[config.mk]
export PLATFORM = sky130hd
export DESIGN_NAME = sel_scan_master
export DESIGN_NICKNAME = d
export VERILOG_FILES = /design/src/rtl/sel_scan_master.sv
export SDC_FILE = /design/constraint.sdc
export NUM_CORES = 1
export LEC_CHECK = 0
export BUFFER_PORTS_ARGS = -buffer_cell sky130_fd_sc_hd__buf_2
export CORE_ASPECT_RATIO = 0.8
export CORE_MARGIN = 2
export CORE_UTILIZATION = 41
export DETAILED_ROUTE_END_ITERATION = 8
export PLACE_DENSITY = 0.66
export SLEW_MARGIN = 10
export SYNTH_ARGS = -nofsm -noshare
export SYNTH_HDL_FRONTEND = slang
export SYNTH_SLANG_ARGS = --single-unit
[constraint.sdc]
create_clock -name clk -period 3.33 [get_ports clk]
set_input_delay 0.666 -clock clk [delete_from_list [all_inputs] [get_ports clk]]
set_output_delay 0.666 -clock clk [all_outputs]
set_load 0.01 [all_outputs]
[src/rtl/sel_scan_master.sv]
// rtl/sel_scan_master.sv - bus initiator that scans input-mux channels through the channel-select register
//
// Walks ch_first..ch_last. For each channel it switches the mux off, then on,
// waits for the settle time and hands one measurement slot to acquisition.
//
// Ports:
//   clk, rst                 clock, synchronous active-high reset
//   start, abort, cont       scan control (cont is latched at start)
//   ch_first, ch_last        channel range, checked against CH_MAX at start
//   meas_done                acquisition finished the current slot
//   data_in_1_sel, rd_wr,
//   valid_pci, ad_to_tuvv    register bus: one-cycle writes and reads
//   ad_from_tuvv             read data: [9] active, [8] En, [7:0] channel
//   busy, cur_ch             scan in progress, channel currently selected
//   meas_strobe, done        measurement slot start, scan ended
//   err                      sticky code: 0 none, 1 range, 2 off-timeout, 3 on-timeout
module sel_scan_master #(
  parameter int SETTLE_CYC  = 50,
  parameter int POLL_GAP    = 4,
  parameter int TIMEOUT_CYC = 4096,
  parameter int CH_MAX      = 156
) (
  input  logic        clk,
  input  logic        rst,
  input  logic        start,
  input  logic        abort,
  input  logic        cont,
  input  logic [7:0]  ch_first,
  input  logic [7:0]  ch_last,
  input  logic        meas_done,
  output logic        data_in_1_sel,
  output logic        rd_wr,
  output logic        valid_pci,
  output logic [31:0] ad_to_tuvv,
  input  logic [31:0] ad_from_tuvv,
  output logic        busy,
  output logic [7:0]  cur_ch,
  output logic        meas_strobe,
  output logic        done,
  output logic [1:0]  err
);

  localparam int CNT_MAX = (TIMEOUT_CYC > SETTLE_CYC) ? TIMEOUT_CYC : SETTLE_CYC;
  localparam int CW      = $clog2(CNT_MAX + 1);
  localparam int GW      = $clog2(POLL_GAP + 1);
  localparam logic [CW-1:0] TO_LAST  = CW'(TIMEOUT_CYC - 1);
  localparam logic [CW-1:0] SET_LAST = CW'(SETTLE_CYC - 1);
  localparam logic [GW-1:0] GAP_L    = GW'(POLL_GAP);
  localparam logic [7:0]    CH_MAX_L = 8'(CH_MAX);

  typedef enum logic [3:0] {
    IDLE, WR_OFF, POLL_OFF, WR_ON, POLL_ON, SETTLE, MEAS, NEXT, SHUTDOWN
  } state_t;

  state_t        state, state_n;
  logic [CW-1:0] cnt;        // cycles in current state; timeout, settle and MEAS first-cycle
  logic [GW-1:0] gap_cnt;    // idle cycles since last poll access
  logic [7:0]    first_q, last_q;
  logic          cont_q;
  logic          rng_done;   // done pulse for a rejected start
  logic          wr_cyc, rd_cyc, poll_ok, poll_to, range_bad;

  // Read-data bits the scan never looks at.
  logic unused_rd_bits;
  assign unused_rd_bits = ^{ad_from_tuvv[31:10], ad_from_tuvv[8]};

  always_ff @(posedge clk) begin
    if (rst) begin
      state    <= IDLE;
      cnt      <= '0;
      gap_cnt  <= '0;
      cur_ch   <= 8'd0;
      first_q  <= 8'd0;
      last_q   <= 8'd0;
      cont_q   <= 1'b0;
      err      <= 2'd0;
      rng_done <= 1'b0;
    end else begin
      state    <= state_n;
      rng_done <= 1'b0;
      if (state_n != state) begin
        cnt     <= '0;
        gap_cnt <= '0;
      end else begin
        // Saturate so a long MEAS wait never wraps back to a fresh strobe.
        if (cnt != '1) cnt <= cnt + 1'b1;
        gap_cnt <= rd_cyc ? '0 : gap_cnt + 1'b1;
      end
      case (state)
        IDLE: if (start && !abort) begin
          if (range_bad) begin
            err      <= 2'd1;
            rng_done <= 1'b1;
          end else begin
            first_q <= ch_first;
            last_q  <= ch_last;
            cont_q  <= cont;
            cur_ch  <= ch_first;
            err     <= 2'd0;
          end
        end
        POLL_OFF: if (poll_to && !poll_ok && !abort) err <= 2'd2;
        POLL_ON:  if (poll_to && !poll_ok && !abort) err <= 2'd3;
        NEXT: if (!abort) begin
          if (cur_ch < last_q) cur_ch <= cur_ch + 8'd1;
          else if (cont_q)     cur_ch <= first_q;
        end
        default: ;
      endcase
    end
  end

  always_comb begin
    state_n   = state;
    wr_cyc    = 1'b0;
    rd_cyc    = 1'b0;
    poll_ok   = 1'b0;
    poll_to   = 1'b0;
    range_bad = (ch_first > ch_last) || (ch_last > CH_MAX_L);
    case (state)
      IDLE:     if (start && !abort && !range_bad) state_n = WR_OFF;
      WR_OFF: begin
        wr_cyc  = 1'b1;
        state_n = POLL_OFF;
      end
      POLL_OFF: begin
        rd_cyc  = (gap_cnt == GAP_L);
        poll_ok = rd_cyc && !ad_from_tuvv[9];
        poll_to = (cnt == TO_LAST);
        if (poll_ok)      state_n = WR_ON;
        else if (poll_to) state_n = SHUTDOWN;
      end
      WR_ON: begin
        wr_cyc  = 1'b1;
        state_n = POLL_ON;
      end
      POLL_ON: begin
        rd_cyc  = (gap_cnt == GAP_L);
        poll_ok = rd_cyc && ad_from_tuvv[9] && (ad_from_tuvv[7:0] == cur_ch);
        poll_to = (cnt == TO_LAST);
        if (poll_ok)      state_n = SETTLE;
        else if (poll_to) state_n = SHUTDOWN;
      end
      SETTLE:   if (cnt == SET_LAST) state_n = MEAS;
      // cnt != 0 keeps meas_done from being taken in the strobe cycle.
      MEAS:     if (cnt != '0 && meas_done) state_n = NEXT;
      NEXT:     state_n = (cur_ch < last_q || cont_q) ? WR_OFF : SHUTDOWN;
      SHUTDOWN: begin
        wr_cyc  = 1'b1;
        state_n = IDLE;
      end
      default:  state_n = IDLE;
    endcase
    if (abort && state != IDLE && state != SHUTDOWN) state_n = SHUTDOWN;

    data_in_1_sel = wr_cyc || rd_cyc;
    rd_wr         = wr_cyc;
    valid_pci     = wr_cyc;
    ad_to_tuvv    = wr_cyc ? {23'd0, (state == WR_ON), cur_ch} : 32'd0;
    busy          = (state != IDLE);
    meas_strobe   = (state == MEAS) && (cnt == '0);
    done          = (state == SHUTDOWN) || rng_done;
  end

endmodule

Yosys cells after proc, flatten, opt, wreduce, memory -nomap -nowiden
Index checks and enable logic that the tools add are counted.
- flip-flop bits (word level): 48
- bits of input ports: 54
- output and inout bits: 48
- word-level logic and storage cells: 98
- add/sub/neg operators: 3
- $lt $le $gt $ge: 3
- equality and inequality tests: 21
- mux-type cells: 26
- bitwise logic cells: 3
- reductions and logical operators: 33
- operators with widths (kind ; number):
    8-bit two-way mux ; 5
    4-bit two-way mux ; 8
    4-bit one-hot mux with 8 select lines ; 1
    4-bit by 3-bit == test with 1-bit output, second input constant ; 4
    8-bit one-hot mux with 2 select lines ; 1
    13-bit by 1-bit adder with 13-bit output, second input constant ; 1
    13-bit by 12-bit == test with 1-bit output, second input constant ; 1
    13-bit by 6-bit == test with 1-bit output, second input constant ; 1
    13-bit zero test ; 1
    13-bit inequality test, second input constant ; 1
    13-bit nonzero test ; 1
    1-bit logical AND ; 11
    2-bit inequality test, second input constant ; 5
    9-bit two-way mux ; 1
    3-bit OR reduction ; 3
    8-bit by 1-bit adder with 8-bit output, second input constant ; 1
    4-bit by 2-bit == test with 1-bit output, second input constant ; 2
    8-bit == test ; 1
    8-bit > comparator ; 1
    8-bit > comparator, second input constant ; 1
    8-bit less-than comparator ; 1
    2-bit two-way mux ; 3
    2-bit one-hot mux with 3 select lines ; 1
    1-bit two-way mux ; 5
    other kinds (19) ; 28

Logic depth before layout (Yosys ltp)
Gate-level depths: netlist of the first run.
- depth in word-level cells: 9
- depth in mapped cells: 11
- mapped depth without buffers: 9

Least setup slack after synthesis of the first run
OpenSTA, ideal clock, no wires.
- path type: input to register
- start point: input port ch_last[1]
- end point: register cur_ch[1]
- setup time: 128 ps
- arrival time: 2492 ps
- required time: 3202 ps
- path slack: 710 ps
- stages on the path: 11
- buffers on the path: 2
- path through: inv_1 -> ha_1 -> nor2b_1 -> o211ai_1 -> a211oi_1 -> nor4_1 -> buf_2 -> o21bai_2 -> buf_2 -> mux2i_1 -> nor2_1
- longest elaborated chain between the ends: 4
- elaborated cells on any way between the ends: 5
- classes of those cells: 2 x order compare; 1 x eq/ne; 2 x reduce/logical
- ends and longest elaborated chain (what ; RTL line ; text):
    start, declared ; 29 ; input logic [7:0] ch_last,
    8-bit > comparator ; 119 ; range_bad = (ch_first > ch_last) || (ch_last > CH_MAX_L);
    1-bit logical OR * ; 119 ;
    2-bit inequality test (no line) * ; -- ;
    5-bit AND reduction (no line) * ; -- ;
    end signal, assigned ; 98 ; cur_ch <= ch_first;
    end signal, assigned ; 105 ; if (cur_ch < last_q) cur_ch <= cur_ch + 8'd1;
    end signal, assigned ; 106 ; else if (cont_q) cur_ch <= first_q;
    end, declared ; 37 ; output logic [7:0] cur_ch,
Mark *: on every way between the ends. The rest lies on a longest branch, timed or not.
A chain may end at the register's enable or synchronous reset.

Worst setup path in the final report of the first run
- start point: register state[2]
- end point: output port data_in_1_sel
- longest elaborated chain between the ends: 4
- elaborated cells on any way between the ends: 10
- classes of those cells: 5 x eq/ne; 2 x mux; 3 x reduce/logical
- ends and longest elaborated chain (what ; RTL line ; text):
    start, declared ; 55 ; state_t state, state_n;
    start signal, assigned ; 79 ; state <= state_n;
    4-bit by 2-bit == test with 1-bit output, or another cell as far along ; 120 ; case (state)
    3-bit OR reduction (no line) or 2-bit OR reduction (tied branches) ; -- ;
    1-bit two-way mux, on equally long branches ; -- ;
    1-bit logical OR * ; 156 ; data_in_1_sel = wr_cyc || rd_cyc;
    end, declared ; 31 ; output logic data_in_1_sel,
Marked as above.

==> results of run 1 <==
==> logic make-up after synthesis <==
family | share of synthesized area, %
compound gates | 14.01
xor+xnor | 6.646
fa+ha+maj | 7.976
buf+inv | 10.29
flops | 29.17
mux | 6.684
other cells | 0.1138
simple gates | 25.10
==> worst max path at each step <==
| stage | start | to | slack [ns] | depth (start not counted) |
|---|---|---|---|---|
| floorplan | ch_last[1] | cur_ch[1] | 0.71 | 11 |
| global placement | ch_first[7] | gap_cnt[1] | 0.54 | 10 |
| detailed placement | ch_first[1] | cnt[8] | 0.47 | 10 |
| CTS | state[1] | ad_to_tuvv[0] | 0.57 | 5 |
| global route | state[2] | data_in_1_sel | 0.41 | 5 |
| finish | state[2] | data_in_1_sel | 0.60 | 5 |
==> critical path, delay by kind of cell (launching register included) <==
family	cells	cell delay (ns)
buffers and inverters	1	0.16
and+or+nand+nor	3	0.71
AOI/OAI and AO/OA	1	0.19
DFF	1	0.70
==> report_power, final <==
group          leakage [nW]  switching, W  internal (W)  total, W
logic                  1.14      0.000169      0.000117  0.000286
registers             0.390     0.0000327      0.000598  0.000631
clock network        0.0687      0.000209      0.000302  0.000511
==> cell usage in the layout, fill, tap and decap left out, drive strengths merged, types with 9 or more instances in the layout <==
| cell | Yosys | routed |
|---|---|---|
| buf | 34 | 63 |
| nor2 | 59 | 59 |
| dfxtp | 48 | 48 |
| nand2 | 28 | 28 |
| conb | 1 | 23 |
| inv | 22 | 23 |
| mux2i | 22 | 22 |
| ha | 21 | 21 |
| nor3 | 20 | 20 |
| xor2 | 16 | 16 |
| a21oi | 14 | 14 |
| nand3 | 9 | 9 |
| xnor2 | 9 | 9 |
| o21ai | 9 | 9 |
==> layout make-up <==
cell class	instances	area, sq um
flip-flops and latches	48	960.9
inverters	22	82.58
multi-input cells	318	2083
clock buffers	5	68.82
clock inverters	3	68.82
repair buffers	63	335.3
well taps	108	135.1
fillers	789	4139
==> layer usage <==
metal  global-route usage (%)  up-vias  routed length (microns)
met5                        0        -                        0
met2                    28.29       97                     3400
met4                    5.283        0                      102
met1                    27.59     1415                     4027
li1                         -     1473                        -
met3                    3.183        9                      506
==> sequential cells by signal, indices dropped and copies added, names as in the netlist <==
name and flops:
cur_ch 8, first_q 8, gap_cnt 3, last_q 8, cont_q 1, rng_done 1
err 2, cnt 13, state 4
==> through the flow <==
stage | hold slack [ns] | total power, W | setup slack, ns | cells
floorplan | 0.4304 | 0.0008546 | 0.7104 | 428
global placement | 0.4440 | 0.0009179 | 0.5380 | 559
detailed placement | 0.4669 | 0.0009284 | 0.4723 | 559
CTS | 0.4787 | 0.001444 | 0.5654 | 567
global route | 0.5058 | 0.001503 | 0.4062 | 567
finish | 0.4756 | 0.001428 | 0.5959 | 567
==> results.sh, run 1 <==
export IMPL_run_status="completed"
export IMPL_dp_hpwl_microns=6219
export IMPL_setup_tns_ns=0
export IMPL_peakVddDrop_mv=0.2220
export IMPL_p_per_area_mw_per_mm2=382.4
export IMPL_max_stage_delay_ns=0.70
export IMPL_syn_area_sq_mm=0.003294
export IMPL_start_kind="register"
export IMPL_cts_buffers=5
export IMPL_cp_slowest_cell="dfxtp_1"
export IMPL_yosysWarnings=0
export IMPL_synth_flop_cell="dfxtp_1"
export IMPL_dieArea_sq_mm=0.008773
export IMPL_gr_total_overflow=0
export IMPL_synth_common_cells="nor2_1 (58), dfxtp_1 (48), nand2_1 (28), buf_4 (24)"
export IMPL_finalHoldViolations=0
export IMPL_synth_edf_count=0
export IMPL_rows=29
export IMPL_end_kind="output pin"
export IMPL_dieWidth_microns=104.2
export IMPL_antenna_left=0
export IMPL_area_delta_synth_final_pct=13.37
export IMPL_cp_max_fo=19
export IMPL_grt_first_pass_wirelength_microns=13300
export IMPL_path_cells="nand2b_1 > nor3_1 > nor2_1 > o22ai_1 > buf_2"
export IMPL_drc=0
export IMPL_post_route_min_period_ns=2.734
export IMPL_post_cts_resized=0
export IMPL_reg2reg_depth=10
export IMPL_routedWlPerCell_microns=14.17
export IMPL_min_delay_start="gap_cnt[0]"
export IMPL_arrival_ns=2.07
export IMPL_synth_top_area_cell="dfxtp_1"
export IMPL_n_antenna_cell=0
export IMPL_avgSynthCellArea_sq_um=8.114
export IMPL_r2r_end="cnt[12]"
export IMPL_ys_seq_area_share_pct=29.17
export IMPL_drv_cap=0
export IMPL_hold_depth=1
export IMPL_drive_gt1_share_pct=18.52
export IMPL_nNetsFinal=533
export IMPL_post_drt_via_cell_ratio=5.280
export IMPL_slew_viol_final=0
export IMPL_min_delay_path_class="reg -> reg"
export IMPL_synthArstFlopShare_pct=0
export IMPL_cts_max_path_buffers=2
export IMPL_stdcell_area_sq_mm=0.003735
export IMPL_grt_use_total_pct=18.77
export IMPL_ys_seq_elements=48
export IMPL_hold_buffers=0
export IMPL_slew_headroom_pct=57.88
export IMPL_grt_pass1_vias=2725
export IMPL_io_pins=102
export IMPL_cp_required_ns=2.66
export IMPL_worstMarginPinSlew_ns=0.6314
export IMPL_vias=2994
export IMPL_hold_end="gap_cnt[0]"
export IMPL_synth_cell_types=57
export IMPL_start_util_pct=41.84
export IMPL_gp_congestion=0.8449
export IMPL_grt_max_degree=33
export IMPL_drtIter0Drc=236
export IMPL_firstDrtPassIters=4
export IMPL_htree_levels=2
export IMPL_max_freq_ghz=0.3658
export IMPL_synth_top_area_share_pct=29.17
export IMPL_die_y_microns=84.18
export IMPL_antenna_found_initial=0
export IMPL_root_buffer="clkbuf_8"
export IMPL_rrSetupSlack_ns=0.75
export IMPL_syn_inst=406
export IMPL_rsz0062_at_grt="false"
export IMPL_routed_wl_microns=8036
export IMPL_fin_skew_ns=0.01360
export IMPL_cts_setup_buffers=0
export IMPL_core_area_sq_mm=0.007874
export IMPL_place_area_sq_mm=0.003597
export IMPL_tritoncts="done"
export IMPL_io_buffers=55
export IMPL_cts_sinks=48
export IMPL_setup_viol=0
export IMPL_path_clk_slew_ns=0.10
export IMPL_synth_most_common_cell="nor2_1"
export IMPL_reg2reg_from="cnt[0]"
export IMPL_clock_latency_ns=0.31
export IMPL_p_leak_nw=1.601
export IMPL_finalCritPeriodShare_pct=82.11
export IMPL_utilization_pct=47.43
export IMPL_synth_area_leaders="dfxtp_1 (29%), ha_1 (8.0%), mux2i_1 (6.7%), nor2_1 (6.6%), buf_4 (5.5%)"
export IMPL_path_class="reg -> out"
Power figures use the tool's default switching activity.
==> inputs of run 2 (changes only) <==
- clock period: 3.33 -> 2.6 ns (I/O delays scaled with it)
==> run 2 against run 1 <==
- clock-buffer cell count increased by 1
- non-clock buffer count is 42 higher
- power increased by 30%
- critical path depth up 7
- sequential power increased by 27%
- register-to-register slack worse by 0.69 ns
- via count increased by 4.8%
- sequential share of layout area fell by 2.4 points
- combinational power increased by 61%
- design area rose by 11%
- final cell count up 7.4%
==> results.sh, run 2 (synthesis gave the netlist of run 1 again) <==
export IMPL_run_status="completed"
export IMPL_post_drt_via_cell_ratio=5.153
export IMPL_gp_congestion=0.8942
export IMPL_antenna_left=0
export IMPL_vias=3138
export IMPL_end_kind="register"
export IMPL_routedWlPerCell_microns=14.44
export IMPL_layout_common_cells="nor2_1 (57), buf_2 (55), buf_4 (47), dfxtp_1 (46), nand2_1 (27)"
export IMPL_cts_sinks=48
export IMPL_dieWidth_microns=104.2
export IMPL_reg2reg_depth=12
export IMPL_io_pins=102
export IMPL_rows=29
export IMPL_die_y_microns=84.18
export IMPL_dpl_cell_count=593
export IMPL_drc=0
export IMPL_core_area_sq_mm=0.007874
export IMPL_grt_met3_usage_pct=3.571
export IMPL_finalCritPeriodShare_pct=97.74
export IMPL_fin_skew_ns=0.009297
export IMPL_io_buffers=55
export IMPL_setup_viol=0
export IMPL_root_buffer="clkbuf_8"
export IMPL_cts_buffers=5
export IMPL_peakVddDrop_mv=0.1935
export IMPL_n_antenna_cell=0
export IMPL_cp_max_fo=7
export IMPL_start_kind="register"
export IMPL_tritoncts="done"
export IMPL_place_ws_ns=-0.1473
export IMPL_rrSetupSlack_ns=0.06
export IMPL_path_clk_slew_ns=0.10
export IMPL_slew_viol_final=0
export IMPL_use_met2_pct=29.67
export IMPL_grt_use_met1_pct=30.62
export IMPL_grt_max_degree=33
export IMPL_p_total_w=0.001859
export IMPL_worstMarginPinSlew_ns=0.5124
export IMPL_area_delta_synth_final_pct=25.71
export IMPL_grt_pass1_vias=2854
export IMPL_antenna_found_initial=0
export IMPL_htree_levels=2
export IMPL_cp_required_ns=2.82
export IMPL_final_common_cell="nor2_1"
export IMPL_hold_buffers=0
export IMPL_layout_setup_ws_ns=0.05876
export IMPL_routed_wl_microns=8796
export IMPL_dieArea_sq_mm=0.008773
export IMPL_gr_total_overflow=0
export IMPL_arrival_ns=2.76
export IMPL_dp_hpwl_microns=6652
export IMPL_path_class="reg -> reg"
export IMPL_finalHoldViolations=0
export IMPL_drive_gt1_share_pct=28.34
export IMPL_top_register="cnt"
export IMPL_min_delay_path_class="in -> reg"
export IMPL_grt_busiest_layer="met1"
export IMPL_nNetsFinal=575
export IMPL_grt_use_total_pct=20.33
export IMPL_layout_cells_non_filler=609
export IMPL_slew_headroom_pct=65.79
export IMPL_drv_cap=0
export IMPL_post_route_min_period_ns=2.541
export IMPL_drtIter0Drc=260
export IMPL_p_leak_nw=1.823
export IMPL_hold_slack_ns=0.4408
export IMPL_max_freq_ghz=0.3935
export IMPL_grt_first_pass_wirelength_microns=14460
export IMPL_hold_depth=3
export IMPL_firstDrtPassIters=5
export IMPL_largest_register_ffs=13
export IMPL_p_per_area_mw_per_mm2=448.8
export IMPL_clock_latency_ns=0.32
export IMPL_cts_max_path_buffers=2
export IMPL_start_util_pct=41.84
## run 2: metal layers
layer,share of wire [%],vias up
met5,0,-
met4,1.6,0
met3,7.8,12
met2,41,115
met1,49,1451
li1,-,1560
## run 2: layout make-up
| class | instances | area [sq um] |
|---|---|---|
| flip-flops and latches | 48 | 965.9 |
| repair buffers | 105 | 693.2 |
| fillers | 784 | 3732 |
| well taps | 108 | 135.1 |
| multi-input cells | 318 | 2143 |
| inverters | 22 | 82.58 |
| clock inverters | 2 | 38.79 |
| clock buffers | 6 | 82.58 |
## run 2: power by group
group	internal (W)	switching (W)	total [W]
registers	0.000767	0.0000320	0.000799
logic	0.000212	0.000249	0.000461
clock network	0.000315	0.000284	0.000599
total	0.00129	0.000565	0.00186
## run 2: final timing paths
kind	to	start
setup reg to reg	cnt[1]	cnt[1]
hold reg to reg	gap_cnt[0]	gap_cnt[0]
hold / removal	cont_q	cont
setup / recovery	cnt[1]	cnt[1]
## run 2: repair_timing
item / in CTS / in global routing
gates cloned: 0 / 1
buffers inserted: 0 / 7
endpoints found under the setup margin: 16 / 28
resized for setup: 0 / 18
pin swaps: 1 / 3
## run 2: critical path, stage by stage (launching register included)
cell and delay [ns]:
dfxtp_4 0.36, inv_2 0.05, ha_2 0.17, or3b_2 0.44
a32oi_1 0.18, o21ai_1 0.12, a211oi_2 0.20, buf_4 0.17
a21oi_2 0.07, o311ai_4 0.39, buf_12 0.17, buf_4 0.10
a21oi_1 0.03
## run 2: stage by stage
step	utilization (%)	instance area, sq um	setup TNS [ns]
2_1_floorplan	-	3377	0
5_1_grt	52.60	4141	-0.007943
3_3_place_gp	49.25	3877	-0.9374
3_5_place_dp	49.25	3877	-2.547
6_report	52.60	4141	0
4_1_cts	50.79	3999	0
